`config.mk`:
```
export PLATFORM = sky130hd
export DESIGN_NAME = noc_rx_sink
export DESIGN_NICKNAME = d
export VERILOG_FILES = /design/src/rtl/noc_rx_sink.sv
export SDC_FILE = /design/constraint.sdc
export NUM_CORES = 1
export LEC_CHECK = 0
export CORE_UTILIZATION = 45
export CTS_BUF_LIST = sky130_fd_sc_hd__clkbuf_2
export CTS_CLUSTER_DIAMETER = 100
export DETAILED_ROUTE_END_ITERATION = 10
export GPL_TIMING_DRIVEN = 1
export PLACE_DENSITY_LB_ADDON = 0.25
export SLEW_MARGIN = 20
export SYNTH_ARGS = -nofsm -noshare
export SYNTH_HDL_FRONTEND = slang
export SYNTH_SLANG_ARGS = --single-unit
export TNS_END_PERCENT = 1
```
`constraint.sdc`:
```
create_clock -name clk -period 2.95 [get_ports clk]
set_input_delay 0.4425 -clock clk [delete_from_list [all_inputs] [get_ports clk]]
set_output_delay 0.4425 -clock clk [all_outputs]
set_load 0.05 [all_outputs]
```
`src/rtl/noc_rx_sink.sv`:
```
// noc_rx_sink: NoC receive FIFO with backpressure, FWFT head and per-source stats; define NOC_RX_SEQ_CHECK_EN for sequence checking
module noc_rx_sink #(
  parameter int DATA_WIDTH = 16,
  parameter int DEPTH = 8,
  parameter logic [1:0] LOCAL_ID = 2'b00,
  parameter int AF_MARGIN = 2
) (
  input  logic                  clk,
  input  logic                  reset,
  input  logic                  write,
  input  logic [DATA_WIDTH-1:0] dataIn,
  output logic                  full,
  output logic                  almost_full,
  input  logic                  consume,
  output logic                  valid,
  output logic [DATA_WIDTH-1:0] dataOut,
  output logic [23:0]           rxCount,
  output logic [7:0]            misrouteCount,
  output logic                  overflow,
  output logic                  seqErr,
  output logic [1:0]            seqErrSrc
);
  localparam int AW = $clog2(DEPTH);
  localparam logic [AW:0] DEPTH_C = (AW+1)'(DEPTH);
  localparam logic [AW:0] ONE = (AW+1)'(1);
  logic [DATA_WIDTH-1:0] mem [DEPTH];
  logic [AW:0] wr_ptr, rd_ptr, count, count_n, free;
  logic [AW-1:0] rd_next;
  logic [1:0] dest, src;
  logic [7:0] seq;
  logic push, pop, drop_mis, empty_after_pop;
  logic [DATA_WIDTH-1:0] head_n;
  logic [2:0][7:0] rx_cnt;
  assign dest = dataIn[15:14];
  assign src = dataIn[13:12];
  assign seq = dataIn[7:0];
  assign push = write && !full && dest == LOCAL_ID;
  assign drop_mis = write && !full && dest != LOCAL_ID;
  assign pop = consume && valid;
  assign valid = count != '0;
  assign full = count == DEPTH_C;
  assign free = DEPTH_C - count;
  assign almost_full = 32'(free) <= $unsigned(AF_MARGIN);
  assign rd_next = rd_ptr[AW-1:0] + AW'(1);
  assign empty_after_pop = pop ? count == ONE : !valid;
  assign count_n = push == pop ? count : push ? count + ONE : count - ONE;
  assign head_n = push && empty_after_pop ? dataIn : pop && count > ONE ? mem[rd_next] : dataOut;
  assign rxCount = rx_cnt;
  always_ff @(posedge clk)
    if (push) mem[wr_ptr[AW-1:0]] <= dataIn;
  always_ff @(posedge clk) begin
    if (reset) begin
      wr_ptr <= '0;
      rd_ptr <= '0;
      count <= '0;
      dataOut <= '0;
      rx_cnt <= '0;
      misrouteCount <= '0;
      overflow <= 1'b0;
    end else begin
      wr_ptr <= push ? wr_ptr + ONE : wr_ptr;
      rd_ptr <= pop ? rd_ptr + ONE : rd_ptr;
      count <= count_n;
      dataOut <= head_n;
      overflow <= overflow || (write && full);
      misrouteCount <= drop_mis && misrouteCount != 8'hff ? misrouteCount + 8'd1 : misrouteCount;
      for (int i = 0; i < 3; i++)
        if (push && src == 2'(i) && rx_cnt[i] != 8'hff) rx_cnt[i] <= rx_cnt[i] + 8'd1;
    end
  end
`ifdef NOC_RX_SEQ_CHECK_EN
  logic [2:0][7:0] exp_seq;
  always_ff @(posedge clk) begin
    if (reset) begin
      exp_seq <= '0;
      seqErr <= 1'b0;
      seqErrSrc <= '0;
    end else begin
      for (int i = 0; i < 3; i++)
        if (push && src == 2'(i)) begin
          if (seq != exp_seq[i]) begin
            seqErr <= 1'b1;
            seqErrSrc <= src;
          end
          exp_seq[i] <= seq + 8'd1;
        end
    end
  end
`else
  assign seqErr = 1'b0;
  assign seqErrSrc = 2'b00;
`endif
endmodule

```
==> run_results.csv <==
group,metric,value,unit
grt,grt_max_degree,37,
synthesis,synth_area_leaders,"edfxtp_1 49%, dfxtp_1 15%, mux4_2 9.1%",
worst_setup_path,arrival,2340,ps
worst_setup_path,rrSetupSlack,760,ps
timing,period_needed,2780,ps
synthesis,synth_seq_cells,187,
die,dieArea,0.01804,sq mm
grt,grt_pass1_vias,5135,
worst_setup_path,rr_endpoint,"rxCount[7]",
timing,max_freq,0.3597,GHz
timing,tightest_slew,731.5,ps
clock_network,cts_made_buffers,17,
worst_setup_path,path_class,"reg -> out",
die,die_w,134.3,um
final_layout,multi_input_area,0.002735,sq mm
drt,dr.pass1.iters,4,
timing,timing.hold.ws,252.6,ps
die,die_y,134.3,um
drt,num_vias,5099,
synthesis,synth_top_area_share,48.78,%
worst_setup_path,slowest_delay,430,ps
timing,setup_ws,170.0,ps
power_and_ir_drop,vdd_drop_max,0.0003384,V
die,start_util,45.88,%
synthesis,syn_area_per_cell,14.17,sq um
worst_setup_path,critPathLaunch,"count[0]",
synthesis,syn_inst,556,
synthesis,synthDistinctLibCells,51,
final_layout,fillCellCount,1486,
timing,setup_violations,0,
synthesis,synth_ff_type,"edfxtp_1",
worst_setup_path,path_cells,"inv_4 -> ha_4 -> nand3b_1 -> buf_6 -> o32a_1 -> a21oi_2 -> buf_12",
place,numPortBuffers,71,
synthesis,async_flop_share,0,%
final_layout,drive_gt1_share,20.03,%
die,row_count,48,
synthesis,synth_top_cell_by_area,"edfxtp_1",
synthesis,synth_edf_count,128,
grt,grt_pass1_wl,27.90,mm
timing,slew_viol_final,0,
final_layout,design_area,0.009311,sq mm
synthesis,ys_seq_area_share,63.77,%
worst_setup_path,rr_worst_depth,7,
worst_setup_path,cp-endpoint,"almost_full",
power_and_ir_drop,power_density,696.5,mW/mm^2
power_and_ir_drop,power,6.486,mW
place,place.detailed.hpwl,11.29,mm
clock_network,clock-sinks,187,
power_and_ir_drop,leakage,3.037,nW
final_layout,regArea,0.005032,sq mm
timing,period_share,94.24,%
final_layout,finalNonFillerCells,891,
drt,drc_errors,0,
flow_run,maxCapViolCount,0,
timing,hold_viol,0,
die,design.core.area,0.01718,sq mm
synthesis,yosysWarnings,0,
timing,finalSetupTns,0,ps
outcome,status,"finished clean",
timing,maxSlewHeadroom,51.23,%
grt,use_met3,4.724,%
clock_network,clkTransAtPathRegs,250,ps
synthesis,synth_area,0.007880,sq mm
final_layout,final_core_util,54.21,%
timing,skew,32.98,ps
grt,grt-ovfl-total,0,
clock_network,cts_tree,"built",
worst_setup_path,path_max_fanout,10,
worst_setup_path,worstSetupEndpointType,"primary output",
place,dp.cells,857,
worst_setup_path,cp.required,2510,ps
die,num_io_pins,75,
drt,wl_per_cell,19.51,um
grt,met2_usage,34.46,%
timing,rsz0062_at_grt,"no",
drt,initialDrtViolationCount,216,
drt,drtAntennaViolNets,0,
grt,grt.busiest_layer,"met2",
grt,grt_use_total,20.66,%
synthesis,ys_top_cells_by_count,"128 x edfxtp_1, 59 x dfxtp_1, 34 x a21oi_1, 32 x mux4_2, 26 x o21ai_0",
synthesis,yosysMostFrequentCell,"edfxtp_1",
clock_network,cts_max_path_buffers,2,
clock_network,ctsHoldBuffers,0,
grt,antenna_found_initial,1,
min_path,hold_class,"in -> reg",
grt,grtUsageMet1,26.25,%
clock_network,htreeDepth,4,
place,placed_area,0.009056,sq mm
drt,wl,17.38,mm
clock_network,post-cts-setup-buffers,0,
place,gp_congestion,0.8185,
final_layout,syn_to_final_growth,18.16,%
worst_setup_path,reg2reg_from,"count[1]",
drt,via_per_inst,5.723,
worst_setup_path,crit_slowest_cell,"dfxtp_4",
place,place_ws,245.8,ps
clock_network,clkLatencyLatePin,760,ps
worst_setup_path,startpoint_type,"flip-flop",
clock_network,cts_root_buffer,"clkbuf_2",
final_layout,nNetsFinal,682,
[critical path, delay by kind of cell (launching register included)]
family                     cells  cell delay [ps]
adders and majority gates      1              160
DFF                            1              430
buffers and inverters          3              420
and+or+nand+nor                1              110
AOI/OAI and AO/OA              2              460
[layer usage]
| layer | vias up | wire length (um) |
|---|---|---|
| met5 | - | 0 |
| met2 | 162 | 8650 |
| li1 | 2378 | - |
| met1 | 2546 | 7450 |
| met4 | 0 | 177 |
| met3 | 13 | 1102 |
[cells in the final DEF, fill, tap and decap left out, types with 8 or more instances in the layout]
master	n
a21oi_1	33
a22oi_1	11
buf_4	37
clkbuf_2	18
clkdlybuf4s50_1	67
dfxtp_1	57
edfxtp_1	128
ha_1	10
inv_1	10
mux2_2	9
mux2i_1	18
mux4_2	32
nand2_1	22
nand3_1	14
nor2_1	24
nor2b_1	12
nor3b_1	11
o21ai_0	26
o31ai_1	10
or3_1	8
or4_1	11
[registers in the layout (all words and copies together), names as in the netlist]
name and count:
rxCount 24, wr_ptr 3, count 4, rd_ptr 3, misrouteCount 8, dataOut 16, mem 128, overflow 1
[where the power goes]
group          total (mW)  internal [mW]  switching [mW]
logic                2.21          0.956            1.26
registers            3.08           2.95           0.129
clock network        1.19          0.311           0.880
total                6.49           4.22            2.27
[logic make-up after synthesis]
kind of cell             after synthesis  synth area share [%]
flip-flops                           187                 63.77
AND/OR/NAND/NOR                      141                 10.34
buffers and inverters                 46                 2.509
adder cells (fa/ha/maj)               11                 1.747
AO/OA/AOI/OAI                        106                 8.320
XOR/XNOR                               5                0.5557
other                                  1               0.04759
multiplexers                          59                 12.72
[repair_timing]
item	CTS	global route
resized for setup	10	6
setup endpoints to repair	2	2
pin swaps	0	0
[how the worst min path moves through the flow]
stage / start / to / slack, ps / depth (start not counted)
floorplan: rd_ptr[1] / rd_ptr[1] / 440 / 2
global placement: rd_ptr[1] / rd_ptr[1] / 450 / 2
detailed placement: rd_ptr[1] / rd_ptr[1] / 460 / 2
CTS: reset / rxCount[18] / 180 / 2
global route: reset / rxCount[5] / 220 / 2
finish: reset / rxCount[4] / 250 / 2
[area by class of cell]
| class | instances | share of cell area [%] |
|---|---|---|
| Multi-Input combinational cell | 325 | 29.37 |
| Tap cell | 225 | 3.023 |
| Inverter | 12 | 0.5375 |
| Sequential cell | 187 | 54.04 |
| Clock buffer | 18 | 0.9675 |
| Clock inverter | 14 | 1.303 |
| Antenna cell | 2 | 0.05375 |
| Timing Repair Buffer | 108 | 10.70 |
No activity file was read; power rests on OpenSTA's default activity.
